===== src/rtl/usbls_setup_gen.sv =====
// USB low-speed SETUP data-stage generator: builds the 8-byte request for the selected
// standard/HID/custom transfer and streams it byte-wise (valid/ready), optionally with CRC16.
module usbls_setup_gen #(
  parameter int CFG_LEN     = 9,
  parameter int HID_RPT_LEN = 129,
  parameter int STR_LEN     = 4,
  parameter int CFG_VALUE   = 1,
  parameter int RPT_LEN     = 1,
  parameter bit APPEND_CRC  = 1'b1,
  parameter bit BIT_REV     = 1'b0
) (
  input  logic        clk,
  input  logic        rst_n,
  input  logic        start,
  input  logic [3:0]  req_sel,
  input  logic [6:0]  dev_addr,
  input  logic [7:0]  str_idx,
  input  logic [63:0] custom_pkt,
  input  logic        abort,
  output logic [7:0]  tx_byte,
  output logic        tx_valid,
  input  logic        tx_ready,
  output logic        tx_last,
  output logic [63:0] pkt_snapshot,
  output logic        busy,
  output logic        done,
  output logic        err
);

  localparam logic [15:0] CFG_W = 16'(CFG_LEN);
  localparam logic [15:0] HID_W = 16'(HID_RPT_LEN);
  localparam logic [15:0] STR_W = 16'(STR_LEN);
  localparam logic [15:0] RPT_W = 16'(RPT_LEN);
  localparam logic [7:0]  CFG_V = 8'(CFG_VALUE);

  typedef enum logic [2:0] {IDLE, LOAD, DATA, CRC_LO, CRC_HI, FIN} state_t;

  state_t      state;
  logic [2:0]  idx;
  logic [2:0]  nxt_idx;
  logic [15:0] crc;
  logic [15:0] crc_next;
  logic [63:0] req_pkt;
  logic [7:0]  cur_byte;
  logic [7:0]  nxt_byte;

  // Reflected form of poly 0x8005: data enters LSB first, so ~crc[7:0] is already wire order.
  function automatic logic [15:0] crc_step(input logic [15:0] c, input logic [7:0] d);
    logic [15:0] r;
    r = c;
    for (int i = 0; i < 8; i++)
      r = (r[0] ^ d[i]) ? ((r >> 1) ^ 16'hA001) : (r >> 1);
    return r;
  endfunction

  function automatic logic [7:0] out_map(input logic [7:0] b);
    logic [7:0] r;
    r = b;
    if (BIT_REV)
      for (int i = 0; i < 8; i++)
        r[i] = b[7-i];
    return r;
  endfunction

  // Request table; 16-bit wLength fields go out little-endian.
  always_comb begin
    req_pkt = 64'h0;
    case (req_sel)
      4'd0:  req_pkt = {8'h00, 8'h05, 1'b0, dev_addr, 8'h00, 32'h0};
      4'd1:  req_pkt = {8'h80, 8'h06, 8'h00, 8'h01, 8'h00, 8'h00, 8'h12, 8'h00};
      4'd2:  req_pkt = {8'h80, 8'h06, 8'h00, 8'h02, 8'h00, 8'h00, CFG_W[7:0], CFG_W[15:8]};
      4'd3:  req_pkt = {8'h80, 8'h06, 8'h00, 8'h04, 8'h00, 8'h00, CFG_W[7:0], CFG_W[15:8]};
      4'd4:  req_pkt = {8'h80, 8'h06, 8'h00, 8'h05, 8'h00, 8'h00, 8'h07, 8'h00};
      4'd5:  req_pkt = {8'h80, 8'h06, str_idx, 8'h03, 8'h00, 8'h00, STR_W[7:0], STR_W[15:8]};
      4'd6:  req_pkt = {8'h00, 8'h09, CFG_V, 8'h00, 32'h0};
      4'd7:  req_pkt = {8'h21, 8'h0A, 48'h0};
      4'd8:  req_pkt = {8'h81, 8'h06, 8'h00, 8'h22, 8'h00, 8'h00, HID_W[7:0], HID_W[15:8]};
      4'd9:  req_pkt = {8'h21, 8'h09, 8'h00, 8'h02, 8'h00, 8'h00, RPT_W[7:0], RPT_W[15:8]};
      4'd10: req_pkt = custom_pkt;
      default: req_pkt = 64'h0;
    endcase
  end

  assign nxt_idx  = idx + 3'd1;
  assign cur_byte = pkt_snapshot[{~idx, 3'b000} +: 8];
  assign nxt_byte = pkt_snapshot[{~nxt_idx, 3'b000} +: 8];
  assign crc_next = crc_step(crc, cur_byte);

  always_ff @(posedge clk or negedge rst_n) begin
    if (!rst_n) begin
      state        <= IDLE;
      idx          <= 3'd0;
      crc          <= 16'hFFFF;
      tx_byte      <= 8'h00;
      tx_valid     <= 1'b0;
      tx_last      <= 1'b0;
      pkt_snapshot <= 64'h0;
      busy         <= 1'b0;
      done         <= 1'b0;
      err          <= 1'b0;
    end else begin
      done <= 1'b0;
      err  <= 1'b0;
      if (abort && state != IDLE) begin
        state    <= IDLE;
        tx_valid <= 1'b0;
        tx_last  <= 1'b0;
        tx_byte  <= 8'h00;
        busy     <= 1'b0;
      end else begin
        case (state)
          IDLE: begin
            if (start && !abort) begin
              if (req_sel <= 4'd10) begin
                pkt_snapshot <= req_pkt;
                busy         <= 1'b1;
                state        <= LOAD;
              end else begin
                err <= 1'b1;
              end
            end
          end
          LOAD: begin
            idx      <= 3'd0;
            crc      <= 16'hFFFF;
            tx_byte  <= out_map(pkt_snapshot[63:56]);
            tx_valid <= 1'b1;
            tx_last  <= 1'b0;
            state    <= DATA;
          end
          DATA: begin
            if (tx_valid && tx_ready) begin
              crc <= crc_next;
              if (idx == 3'd7) begin
                if (APPEND_CRC) begin
                  tx_byte <= out_map(~crc_next[7:0]);
                  tx_last <= 1'b0;
                  state   <= CRC_LO;
                end else begin
                  tx_byte  <= 8'h00;
                  tx_valid <= 1'b0;
                  tx_last  <= 1'b0;
                  busy     <= 1'b0;
                  done     <= 1'b1;
                  state    <= FIN;
                end
              end else begin
                idx     <= nxt_idx;
                tx_byte <= out_map(nxt_byte);
                tx_last <= (nxt_idx == 3'd7) && !APPEND_CRC;
              end
            end
          end
          CRC_LO: begin
            if (tx_valid && tx_ready) begin
              tx_byte <= out_map(~crc[15:8]);
              tx_last <= 1'b1;
              state   <= CRC_HI;
            end
          end
          CRC_HI: begin
            if (tx_valid && tx_ready) begin
              tx_byte  <= 8'h00;
              tx_valid <= 1'b0;
              tx_last  <= 1'b0;
              busy     <= 1'b0;
              done     <= 1'b1;
              state    <= FIN;
            end
          end
          FIN: state <= IDLE;
          default: state <= IDLE;
        endcase
      end
    end
  end

endmodule


===== config.mk =====
export PLATFORM = sky130hd
export DESIGN_NAME = usbls_setup_gen
export DESIGN_NICKNAME = d
export VERILOG_FILES = /design/src/rtl/usbls_setup_gen.sv
export SDC_FILE = /design/constraint.sdc
export NUM_CORES = 1
export LEC_CHECK = 0
export ABC_AREA = 1
export CAP_MARGIN = 15
export CORE_UTILIZATION = 40
export DETAILED_ROUTE_END_ITERATION = 10
export PLACE_DENSITY_LB_ADDON = 0.08
export SETUP_SLACK_MARGIN = 0.4
export SYNTH_ARGS = -nofsm -noshare
export SYNTH_HDL_FRONTEND = slang
export SYNTH_SLANG_ARGS = --single-unit

===== constraint.sdc =====
create_clock -name clk -period 6.78 [get_ports clk]
set_input_delay 0.678 -clock clk [delete_from_list [all_inputs] [get_ports clk]]
set_output_delay 0.678 -clock clk [all_outputs]
set_load 0.005 [all_outputs]

; ---- Yosys cells after proc, flatten, opt, wreduce, memory -nomap -nowiden
; Index checks and enable logic that the tools add are counted.
[word_totals]
reg_bits = 99
latch_bits = 0
mem_count = 0
elab_cells = 125
romBits = 0
ram_bits = 0
[classes]
addsub = 1
div = 0
magnitude_cmp = 1
shift = 2
mul = 0
n_eq_ne = 24
bitwise = 21
reduce_logical = 21
muxes = 45
[op_table]
columns = operator, count
row1 = $pmux W64 S11, 1
row2 = $mux W16, 9
row3 = $shiftx A64 B7 Y8, 2
row4 = $mux W8, 5
row5 = $pmux W16 S2, 1
row6 = $pmux W8 S4, 1
row7 = $mux W3, 9
row8 = $not A2 Y3, 8
row9 = $ne A3 B3 Y1 const B, 6
row10 = $eq A4 B3 Y1 const B, 4
row11 = $not A8 Y8, 2
row12 = $reduce_and A4 Y1, 4
row13 = $pmux W3 S5, 1
row14 = $mux W1, 14
row15 = $eq A4 B4 Y1 const B, 3
row16 = $reduce_bool A3 Y1, 3
row17 = $eq A4 B2 Y1 const B, 2
row18 = $xor A1 B1 Y1, 8
row19 = $eq A3 B2 Y1 const B, 2
row20 = $eq A3 B3 Y1 const B, 2
row21 = $not A3 Y3, 2
row22 = $pmux W3 S2, 1
row23 = $reduce_and A3 Y1, 2
row24 = $reduce_and A6 Y1, 1
row25 = 18 further kinds, 22

; ---- Depth between registers and ports, before layout
[logic_depth]
word_depth = 23
depth_mapped = 26
ltp_nobuf = 24

; ---- Worst setup path before layout
; No wires, ideal clock.
[synth_timing]
kind = reg-to-reg
from = reg idx[0]
to = reg tx_byte[0]
path_stages_with_launch = 25
arrival_time_ns = 2.166
setup_time_ns = 0.117
period_less_slack_ns = 2.283
slack_ns = 4.497
required_time_ns = 6.663
cell_sequence = dfrtp_1 > buf_6 > inv_6 > buf_6 > nand2_2 > nand3_2 > nand3_2 > nand2_1 > nand2_1 > nand2_2 > inv_2 > nand2_2 > nand3_2 > nand2_2 > nand2_1 > nand3_2 > nand2_2 > nand2_2 > nand3_1 > nand3_1 > nand3_2 > nand3_2 > nand2_1 > nand2_1 > nand2_1
[synth_between]
elab_chain_len = 23
word_cells_on_any_way = 27
[synth_lines]
columns = element, line
row1 = from (decl), 39  ; logic [2:0] idx;
row2 = from (signal assigned), 148  ; idx <= nxt_idx;
row3 = $not A3 Y3, 85  ; assign cur_byte = pkt_snapshot[{~idx, 3'b000} +: 8];
row4 = $shiftx A64 B7 Y8, 85
row5 = $xor A1 B1 Y1, 52  ; r = (r[0] ^ d[i]) ? ((r >> 1) ^ 16'hA001) : (r >> 1);
row6 = $mux W16, 52
row7 = $xor A1 B1 Y1, 52
row8 = $mux W16, 52
row9 = $xor A1 B1 Y1, 52
row10 = $mux W16, 52
row11 = [... 7 more ...], -
row12 = $mux W16, 52
row13 = $xor A1 B1 Y1, 52
row14 = $mux W16, 52
row15 = $not A8 Y8, 136  ; tx_byte <= out_map(~crc_next[7:0]);
row16 = $mux W8 (*), 134  ; if (idx == 3'd7) begin
row17 = $mux W8 (*), 132  ; if (tx_valid && tx_ready) begin
row18 = $pmux W8 S4 (*), 111  ; case (state)
row19 = $mux W8 (*), 104  ; if (abort && state != IDLE) begin
row20 = to (signal assigned), 126  ; tx_byte <= out_map(pkt_snapshot[63:56]);
row21 = to (signal assigned), 136
row22 = to (signal assigned), 149  ; tx_byte <= out_map(nxt_byte);
row23 = to (decl), 20  ; output logic [7:0] tx_byte,
; Every way passes the cells marked *; elsewhere a longest branch is shown, timed or not. The select of a mux whose other input is x is not followed.
; A chain may end at the register's enable or synchronous reset.

; ---- Final worst setup path
; Same ends and word-level chain as after synthesis.

==> key figures <==
Floorplan
  – Initial Utilization: 41.17%
  – Die area: 15510 um^2
  – Core ar.: 14590 um^2
  – Die Y-Extent: 124.5 um
  – Top Ports: 165
  – Chip width: 124.5 um
  – # rows: 44

Synth
  – Simple-Gate Fraction of Synth Area: 23.79%
  – Adder-Cell Fraction of Synth Area: 0.4167%
  – Post-synth top area cell: dfrtp_1
  – Synth Area in Compound Gates: 22.46%
  – Combined area of all synthesized cells: 6006 um^2
  – Warnings from Yosys: 0
  – Seq cells post-synth: 99
  – Synth async-reset ratio: 100.0%
  – Ys flop type: dfrtp_1
  – EDFF count, synth: 0
  – Post-Synth XOR/XNOR Area: 1.146%
  – Sequential area share after synthesis: 41.58%
  – Syn nets: 907
  – Cells after synthesis: 817
  – Synth area leaders: dfrtp_1 35%, nand2_1 9.0%, o21ai_0 8.7%
  – Synth cell types: 43
  – Main combinational cell family by area after synthesis: simple AND/OR/NAND/NOR gates
  – Mux contribution to synthesized area: 0%
  – Post-synth top area share: 34.58%
  – Avg Inst Size Synth: 7.351 um^2

Global routing
  – Largest net degree at the start of global routing: 61
  – First-pass GRT wire length: 31560 um
  – GRT met3 Usage: 6.486%
  – M1 GR Usage: 35.90%
  – Met2 usage: 40.43%
  – Initial antenna violation count: 0
  – Vias in the first global route: 5818
  – Total grt overflow: 0
  – All-layer global routing usage: 26.08%
  – Most used routing layer in global routing: met2

Clocking
  – Cts repair resizes: 0
  – H-Tree Depth: 3
  – Worst-path clk slew: 0.07 ns
  – Hold buffers post-CTS: 0
  – Clk sink count: 99
  – Clk Tree Root Cell: clkbuf_16
  – CTS tree: built
  – Clk_lat worst skew: 0.36 ns
  – Maximum buffer depth of the clock tree: 2
  – Postcts setup bufs: 0
  – TritonCTS Buffers: 9

Routing
  – DRT iter0 DRCs: 415
  – Routed vias: 6167
  – Number of vias per cell: 5.400
  – First-pass DRT Iterations: 5
  – Antenna-violating nets left: 0
  – Routed len/inst: 17.40 um
  – DRC viols: 0
  – Routed wire length: 19870 um

Timing
  – Fmax: 283.8 MHz
  – Final Cycle Share: 51.98%
  – Final setup fails: 0
  – RSZ-0062 raised after global routing: no
  – Worst rel slew slack: 44.11%
  – Slew Limit Fails: 0
  – Final TNS setup: 0 ns
  – Least-Margin Pin Slew: 0.8383 ns
  – Clock Skew: 0.009006 ns
  – Hold Vio Cnt, Final: 0
  – Clock period minus worst slack: 3.524 ns
  – Final setup margin: 3.256 ns

Placed design
  – Placed Area: 7694 um^2
  – DP Wirelength: 14910 um
  – DP Worst Slack: 2.995 ns
  – IO buf count: 164
  – Routability Congestion: 0.9234
  – Dpl cells: 1126

Worst setup path
  – Worst EP arrival: 3.77 ns
  – CP max stage cell: dfrtp_2
  – WS Path Type: reg2reg
  – Critical R2R Capture: tx_byte[0]
  – Crit start category: register
  – Slowest stage delay, CP: 0.91 ns
  – R2R Setup Slk: 3.26 ns
  – Crit Path Max Fanout: 55
  – End of the critical path: tx_byte[0]
  – Reg2Reg Depth: 22
  – Crit end category: register
  – CP startpoint: idx[0]
  – Worst Path Required: 7.03 ns
  – Most used cell, CP: nand2_1
  – Reg-to-reg startpoint: idx[0]
  – Cells along the critical path: buf_4 > nand2_1 > nand3_1 > nand2_1 > nand2_1 > nand2_1 > nand2_1 > nand2_1 > nand2_2 > nand3_2 > nand2_2 > nand2_1 > nand3_2 > nand2_2 > nand2_2 > nand3_1 > nand3_1 > nand3_2 > nand3_2 > nand2_1 > nand2_1 > nand2_1

Final layout
  – Final instance area: 7980 um^2
  – Layout Cells excl Fill: 1142
  – Share of layout cells above drive strength 1: 7.307%
  – Commonest non-fill, non-tap cell in the layout: clkdlybuf4s50_1
  – NumNets Final: 1043
  – Ant. Diodes: 0
  – Layout area overhead: 32.87%
  – Most frequent cells in the layout: 163 x clkdlybuf4s50_1, 144 x nand2_1, 104 x o21ai_0

Power
  – Power density over the cells: 380.5 nW/um^2
  – Leak: 3.344 nW
  – Max IR drop VDD: 0.1735 mV

Outcome
  – Outcome: completed

Run
  – Max Cap Violations: 0

Min path
  – Worst Hold Class: in2async
## power breakdown
group | internal, W | leakage [nW] | switching, W
clock | 0.000286 | 0.144 | 0.000234
combinational | 0.000634 | 1.95 | 0.000898
sequential | 0.000775 | 1.26 | 0.000209
## Yosys cell counts, types with 8 or more instances
cell type / instances
o21ai_0: 104
nand3_1: 84
a21oi_1: 65
nand3_2: 11
o21ai_1: 9
nand2_1: 144
a31oi_1: 9
clkbuf_1: 27
o22ai_1: 8
inv_1: 101
nor2_1: 62
dfstp_2: 16
dfrtp_1: 83
o221ai_1: 8
nand2_2: 13
## registers in the layout (all words and copies together) (netlist names)
signal / flops
busy: 1
crc: 16
done: 1
err: 1
idx: 3
pkt_snapshot: 64
state: 3
tx_byte: 8
tx_last: 1
tx_valid: 1
## per-layer routing
layer  vias up  routed length (um)
li1       3041                   -
met1      2874                8989
met2       231                9085
met3        21                1400
met4         0                 395
met5         -                   0
## worst max-delay path: cells and delay by family (launching register included)
| kind | cells | cell delay (ns) |
|---|---|---|
| DFF | 1 | 0.91 |
| buffers and inverters | 1 | 0.44 |
| and+or+nand+nor | 21 | 2.04 |
## how the worst min path moves through the flow
| stage | end | slack (ns) | cells after the start |
|---|---|---|---|
| after global routing | done | 0.32 | 1 |
| after floorplan | busy | 0.38 | 0 |
| after global placement | tx_byte[0] | 0.46 | 2 |
| final | done | 0.29 | 1 |
| after detailed placement | tx_byte[0] | 0.47 | 2 |
| after CTS | done | 0.30 | 1 |
## cell families after synthesis
kind of cell,Yosys count
AO/OA/AOI/OAI,237
buffers and inverters,151
AND/OR/NAND/NOR,321
XOR/XNOR,7
flip-flops,99
adder cells (fa/ha/maj),2
## through the flow
| stage | total power, W | utilization [%] | hold WS (ns) |
|---|---|---|---|
| 2_1_floorplan | 0.001894 | - | 0.3824 |
| 3_3_place_gp | 0.002509 | 52.74 | 0.4636 |
| 3_5_place_dp | 0.002508 | 52.74 | 0.4656 |
| 4_1_cts | 0.003040 | 54.70 | 0.2997 |
| 5_1_grt | 0.003261 | 54.70 | 0.3157 |
| 6_report | 0.003036 | 54.70 | 0.2881 |
## area by class of cell
type | instances | area (um^2)
fill | 1405 | 6609
multi-input combinational | 567 | 2879
clock buffer | 11 | 232.7
clock inverter | 5 | 53.80
timing repair buffer | 169 | 1677
inverter | 107 | 409.1
tap | 184 | 230.2
sequential | 99 | 2499
No activity file was read; power rests on OpenSTA's default activity.
